### src/rtl/ras_ckpt.sv
// Return-address stack with occupancy tracking and branch-order-buffer checkpoint restore.
// Restore rewrites pointer, count and the checkpointed top entry, repairing wrong-path clobbers.
module ras_ckpt #(
  parameter int unsigned DW    = 64,
  parameter int unsigned DEPTH = 16,
  parameter int unsigned PW    = 4
) (
  input  logic          clock,
  input  logic          reset_n,
  input  logic          stall_i,
  input  logic [1:0]    op_i,
  input  logic [DW-1:0] push_dat_i,
  input  logic          rst_vld_i,
  input  logic [PW-1:0] rst_ptr_i,
  input  logic [PW:0]   rst_cnt_i,
  input  logic [DW-1:0] rst_top_i,
  output logic [DW-1:0] top_o,
  output logic [PW-1:0] ckpt_ptr_o,
  output logic [PW:0]   ckpt_cnt_o,
  output logic [DW-1:0] ckpt_top_o,
  output logic          empty_o,
  output logic          full_o,
  output logic          ovf_o,
  output logic          udf_o
);

  localparam logic [1:0]  OpNoop    = 2'b00;
  localparam logic [1:0]  OpPush    = 2'b01;
  localparam logic [1:0]  OpPop     = 2'b10;
  localparam logic [1:0]  OpPopPush = 2'b11;
  localparam logic [PW:0] CntMax    = (PW+1)'(DEPTH);

  logic [DW-1:0] mem_q [DEPTH];
  logic [PW-1:0] ptr_q, ptr_d;
  logic [PW:0]   cnt_q, cnt_d;
  logic          ovf_q, ovf_d;
  logic          udf_q, udf_d;
  logic          we;
  logic [PW-1:0] widx;
  logic [DW-1:0] wdat;
  logic          is_full, is_empty;

  assign is_full  = (cnt_q == CntMax);
  assign is_empty = (cnt_q == '0);

  always_comb begin
    ptr_d = ptr_q;
    cnt_d = cnt_q;
    ovf_d = 1'b0;
    udf_d = 1'b0;
    we    = 1'b0;
    widx  = ptr_q;
    wdat  = push_dat_i;
    if (rst_vld_i) begin
      // Restore wins over any same-cycle op; an out-of-range count is clamped.
      ptr_d = rst_ptr_i;
      cnt_d = (rst_cnt_i > CntMax) ? CntMax : rst_cnt_i;
      we    = 1'b1;
      widx  = rst_ptr_i;
      wdat  = rst_top_i;
    end else if (!stall_i) begin
      unique case (op_i)
        OpNoop: ;
        OpPush: begin
          ptr_d = ptr_q + PW'(1);
          widx  = ptr_q + PW'(1);
          we    = 1'b1;
          cnt_d = is_full ? cnt_q : cnt_q + (PW+1)'(1);
          ovf_d = is_full;
        end
        OpPop: begin
          ptr_d = ptr_q - PW'(1);
          cnt_d = is_empty ? cnt_q : cnt_q - (PW+1)'(1);
          udf_d = is_empty;
        end
        OpPopPush: begin
          we    = 1'b1;
          cnt_d = is_empty ? (PW+1)'(1) : cnt_q;
          udf_d = is_empty;
        end
        default: ;
      endcase
    end
  end

  always_ff @(posedge clock or negedge reset_n) begin
    if (!reset_n) begin
      for (int unsigned i = 0; i < DEPTH; i++) mem_q[i] <= '0;
      ptr_q <= '0;
      cnt_q <= '0;
      ovf_q <= 1'b0;
      udf_q <= 1'b0;
    end else begin
      if (we) mem_q[widx] <= wdat;
      ptr_q <= ptr_d;
      cnt_q <= cnt_d;
      ovf_q <= ovf_d;
      udf_q <= udf_d;
    end
  end

  assign top_o      = mem_q[ptr_q];
  assign ckpt_top_o = mem_q[ptr_q];
  assign ckpt_ptr_o = ptr_q;
  assign ckpt_cnt_o = cnt_q;
  assign empty_o    = is_empty;
  assign full_o     = is_full;
  assign ovf_o      = ovf_q;
  assign udf_o      = udf_q;

endmodule

### config.mk
export PLATFORM = sky130hd
export DESIGN_NAME = ras_ckpt
export DESIGN_NICKNAME = d
export VERILOG_FILES = /design/src/rtl/ras_ckpt.sv
export SDC_FILE = /design/constraint.sdc
export NUM_CORES = 2
export LEC_CHECK = 0
export CAP_MARGIN = 15
export CORE_MARGIN = 1.5
export CORE_UTILIZATION = 45
export CTS_CLUSTER_SIZE = 16
export DETAILED_ROUTE_END_ITERATION = 16
export SLEW_MARGIN = 40
export SYNTH_ARGS = -nofsm -noshare
export SYNTH_HDL_FRONTEND = slang
export SYNTH_SLANG_ARGS = --single-unit
### constraint.sdc
create_clock -name clock -period 5.85 [get_ports clock]
set_clock_uncertainty 0.1 [all_clocks]
set_input_delay 1.4625 -clock clock [delete_from_list [all_inputs] [get_ports clock]]
set_output_delay 1.4625 -clock clock [all_outputs]
set_load 0.01 [all_outputs]
==> results.txt <==
----------------------------------------------------
[Run status]
  Outcome ... finished, final reports clean

[Clocking]
  Insertion delay of the later-clocked pin in the worst-skew pair ... 0.68 ns
  Hold-fix buffers, CTS ... 0
  Clock slew at the register clock pins of the worst setup and hold paths ... 0.06 ns
  Clock tree from TritonCTS ... built
  Deepest level of the CTS H-tree ... 3
  Clock Tree Root ... sky130_fd_sc_hd__clkbuf_16
  Number of buffers on the longest clock path ... 3
  Total clock buffers created by CTS ... about 110
  Post-CTS setup buffer count ... 0
  Number of sinks driven by the clock tree ... between 1000 and 1500
  Quantity of gates resized following cts ... 0

[Synthesis]
  Syn Nets ... 3041
  Cell accounting for the most synthesized area ... sky130_fd_sc_hd__dfrtp_1
  Post-Syn Area per Cell ... 16.6 um2
  Post-Synth XOR/XNOR Area ... less than 1%
  Mux share of post-synthesis cell area ... roughly two fifths
  Synthesized-area fraction occupied by ao, oa, aoi and oai cells ... less than 1%
  Leading cell types by count after synthesis ... sky130_fd_sc_hd__dfrtp_1, sky130_fd_sc_hd__mux2_2, sky130_fd_sc_hd__mux4_2
  Post-Synth Adder-Cell Area ... 0.104%
  Netlist area before placement ... ~48000 um2
  Synth Warn # ... 0
  Prevailing post-synth register cell ... sky130_fd_sc_hd__dfrtp_1
  Synthesized instance count ... roughly 2900
  #FFs+latches synth ... between 1000 and 1500
  Sequential area share after synthesis ... ~54%
  Number of synthesized flops with an enable pin ... 0
  Ranking of synthesized cells by area ... sky130_fd_sc_hd__dfrtp_1, sky130_fd_sc_hd__mux2_2, sky130_fd_sc_hd__mux4_2, sky130_fd_sc_hd__mux2_1, sky130_fd_sc_hd__buf_4
  Share of the synthesized area in the top cell type ... 53.8%
  Fraction of synthesis flops using an asynchronous set or reset pin ... 100%
  Cell variety after synth ... between 50 and 60
  Leading cell type by number of instances after synthesis ... sky130_fd_sc_hd__dfrtp_1
  Simple-gate share of the synthesized area ... under 10%
  Combinational family with the most area after synthesis ... multiplexers

[Floorplan]
  Die Area ... around 110000 um2
  Die height ... 330 um
  Horizontal die dimension ... between 300 and 400 um
  Starting utilization of the core area ... approximately 46%
  Standard-cell rows ... ~120
  Top-level port count ... about 280
  Area of the core ... around 110000 um2

[Global route]
  Largest net degree at the start of global routing ... approximately 130
  Antenna violations before repair ... 3
  Via count of the first global-routing pass ... between 20000 and 30000
  Congestion Overflow GR ... 0
  Aggregate global-route resource usage ... between 20 and 25%
  Wire length of the first global-routing pass ... between 150000 and 200000 um

[STA]
  Post-layout minimum cycle time ... slightly above 5 ns
  Slew margin rel. ... around 48%
  Max-slew violation count ... 0
  Worst slew pin tran ... 0.771 ns
  Endpoints failing hold ... 0
  Final total negative setup slack ... 0 ns
  Highest Clock Rate ... slightly below 0.2 GHz
  Unrepaired setup endpoints after global routing ... false
  Final Cycle Share ... between 80% and 90%
  # setup viols final ... 0

[Critical path]
  Maximum fanout count along the critical path ... 25
  Setup Crit Path Kind ... reg2out
  Crit path max-delay cell type ... sky130_fd_sc_hd__dfrtp_4
  Chain of cells forming the critical path ... buf_4, mux4_2, mux4_2, clkdlybuf4s50_1
  Kind of cell adding the most delay to the critical path ... multiplexers
  Required time of the worst setup path ... around 4.3 ns
  Category of the worst setup path capture point ... output pin
  CP Buf/Inv Count ... 2
  FF-to-FF path depth ... 10
  Type of element launching the critical path ... register
  Worst path depth ... 4
  R2R Setup Slk ... ~1.9 ns
  CP peak stage delay ... roughly 0.66 ns
  Most numerous cell on the critical path ... sky130_fd_sc_hd__mux4_2
  Arrival time of the worst setup path ... 3.54 ns

[Worst hold path]
  Type of the worst min-delay path ... reg2reg
  Depth of the worst hold-timing path ... 1

[Finish]
  Area Growth Syn to Fin ... 15.8%
  Final Net Count ... between 3000 and 4000
  Fillcell total ... 8492
  Fraction of final layout cells sized beyond drive strength 1 ... between 50% and 60%
  Count of placed standard cells in the final layout, fillers left out ... between 4000 and 5000

[Run]
  Max-cap violation count ... 0

[Placed design]
  Routability cong. ... approximately 0.78
  Half-perimeter wire length after placement ... 67400 um
  Input/output buffers ... around 280
  Instance count after placement with tap cells included ... ~4300

[Detailed routing]
  Via count ... about 26000
  Count of unresolved DRC violations after routing ... 0
  Iter 0 DRT Violations ... 1612
  Routed WL ... approximately 120000 um
  Number of nets still failing antenna checks after routing ... 0
  First-pass detailed-route iteration total ... 4
  Via count normalized by instance count ... 5.83
  Wire length per cell after detailed routing ... 26.4 um

[Pwr]
  Static leakage power ... 0.0229 uW
  Pwr dens ... 488 nW/um2
  Worst supply voltage drop on vdd ... 0.271 mV

----------------------------------------------------
-- stage by stage --
stage / area (um2) / util (%) / hold slack (ns) / total power [uW] / setup WS, ns
after global routing: 55800 / 52.7 / 0.394 / 28700 / 0.572
final: 55800 / 52.7 / 0.381 / 27200 / 0.749
after global placement: 52000 / 49.1 / 0.362 / 19700 / 1.20
after detailed placement: 52000 / 49.2 / 0.370 / 20300 / 1.16
after CTS: 55700 / 52.7 / 0.383 / 27500 / 0.617
after floorplan: 48200 / - / 0.352 / 17500 / 1.63
-- state kept, by name (all words and copies together), names as in the netlist --
name	flops
ckpt_cnt_o	5
ovf_o	1
mem_q	1024
ckpt_ptr_o	4
udf_o	1
-- area by class of cell --
cell class	instances	area (um2)	area share, %
Sequential cell	1035	25900	46.5
Multi-Input combinational cell	1532	20400	36.7
Timing Repair Buffer	353	3890	6.98
Clock buffer	173	3390	6.09
Tap cell	1391	1740	3.12
Clock inverter	32	332	0.595
Inverter	11	41.3	0.0741
Antenna cell	1	2.50	0.00449
-- power by group --
group	internal (uW)	switching, uW
Sequential	10300	1540
Clock	4230	2850
Combinational	5370	2950
Total	19900	7340
-- logic make-up after synthesis --
| kind of cell | Yosys count |
|---|---|
| compound gates | 39 |
| mux | 1417 |
| fa+ha+maj | 4 |
| xor+xnor | 7 |
| simple gates | 65 |
| flops | 1035 |
| buf+inv | 327 |
-- layer usage --
metal	up-vias	routed length, um	share of wire [%]	GRT usage (%)
met5	-	13	0.011	0
met4	2	2590	2.2	6.01
met3	156	5090	4.3	3.15
met2	567	58700	49	37.0
met1	14600	53300	45	31.5
li1	11100	-	-	-
-- cells in the final DEF (no fill, tap or decap), types with 2 or more instances in the layout --
cell and instances:
sky130_fd_sc_hd__a211o_1 2, sky130_fd_sc_hd__a21boi_0 2, sky130_fd_sc_hd__a21o_1 2, sky130_fd_sc_hd__a21oi_1 5, sky130_fd_sc_hd__a31oi_1 3, sky130_fd_sc_hd__buf_12 41, sky130_fd_sc_hd__buf_4 29, sky130_fd_sc_hd__bufinv_16 6
sky130_fd_sc_hd__clkbuf_1 27, sky130_fd_sc_hd__clkbuf_16 114, sky130_fd_sc_hd__clkbuf_8 32, sky130_fd_sc_hd__clkdlybuf4s50_1 281, sky130_fd_sc_hd__clkinv_2 22, sky130_fd_sc_hd__dfrtp_1 1031, sky130_fd_sc_hd__dfrtp_4 4, sky130_fd_sc_hd__ha_1 4
sky130_fd_sc_hd__inv_1 11, sky130_fd_sc_hd__inv_6 2, sky130_fd_sc_hd__mux2_1 64, sky130_fd_sc_hd__mux2_2 1026, sky130_fd_sc_hd__mux2i_1 5, sky130_fd_sc_hd__mux4_2 320, sky130_fd_sc_hd__nand2_1 14, sky130_fd_sc_hd__nand2b_1 3
sky130_fd_sc_hd__nand3_1 4, sky130_fd_sc_hd__nand3b_1 4, sky130_fd_sc_hd__nor2_1 12, sky130_fd_sc_hd__nor2b_1 2, sky130_fd_sc_hd__nor3_4 12, sky130_fd_sc_hd__nor4_1 3, sky130_fd_sc_hd__o21ai_0 8, sky130_fd_sc_hd__o21ai_1 3
sky130_fd_sc_hd__o22ai_1 3, sky130_fd_sc_hd__or3_1 2, sky130_fd_sc_hd__xnor2_1 5, sky130_fd_sc_hd__xor2_1 2
-- path summary, 6_finish.rpt --
kind,from,to
worst max-delay path,ckpt_ptr_o[0],ckpt_top_o[46]
min in group asynchronous,reset_n,mem_q[778]
worst max register to register,ckpt_ptr_o[0],mem_q[163]
max in group asynchronous,reset_n,mem_q[234]
worst min register to register,mem_q[331],mem_q[331]
worst min-delay path,mem_q[331],mem_q[331]
No activity file was read; power rests on OpenSTA's default activity.
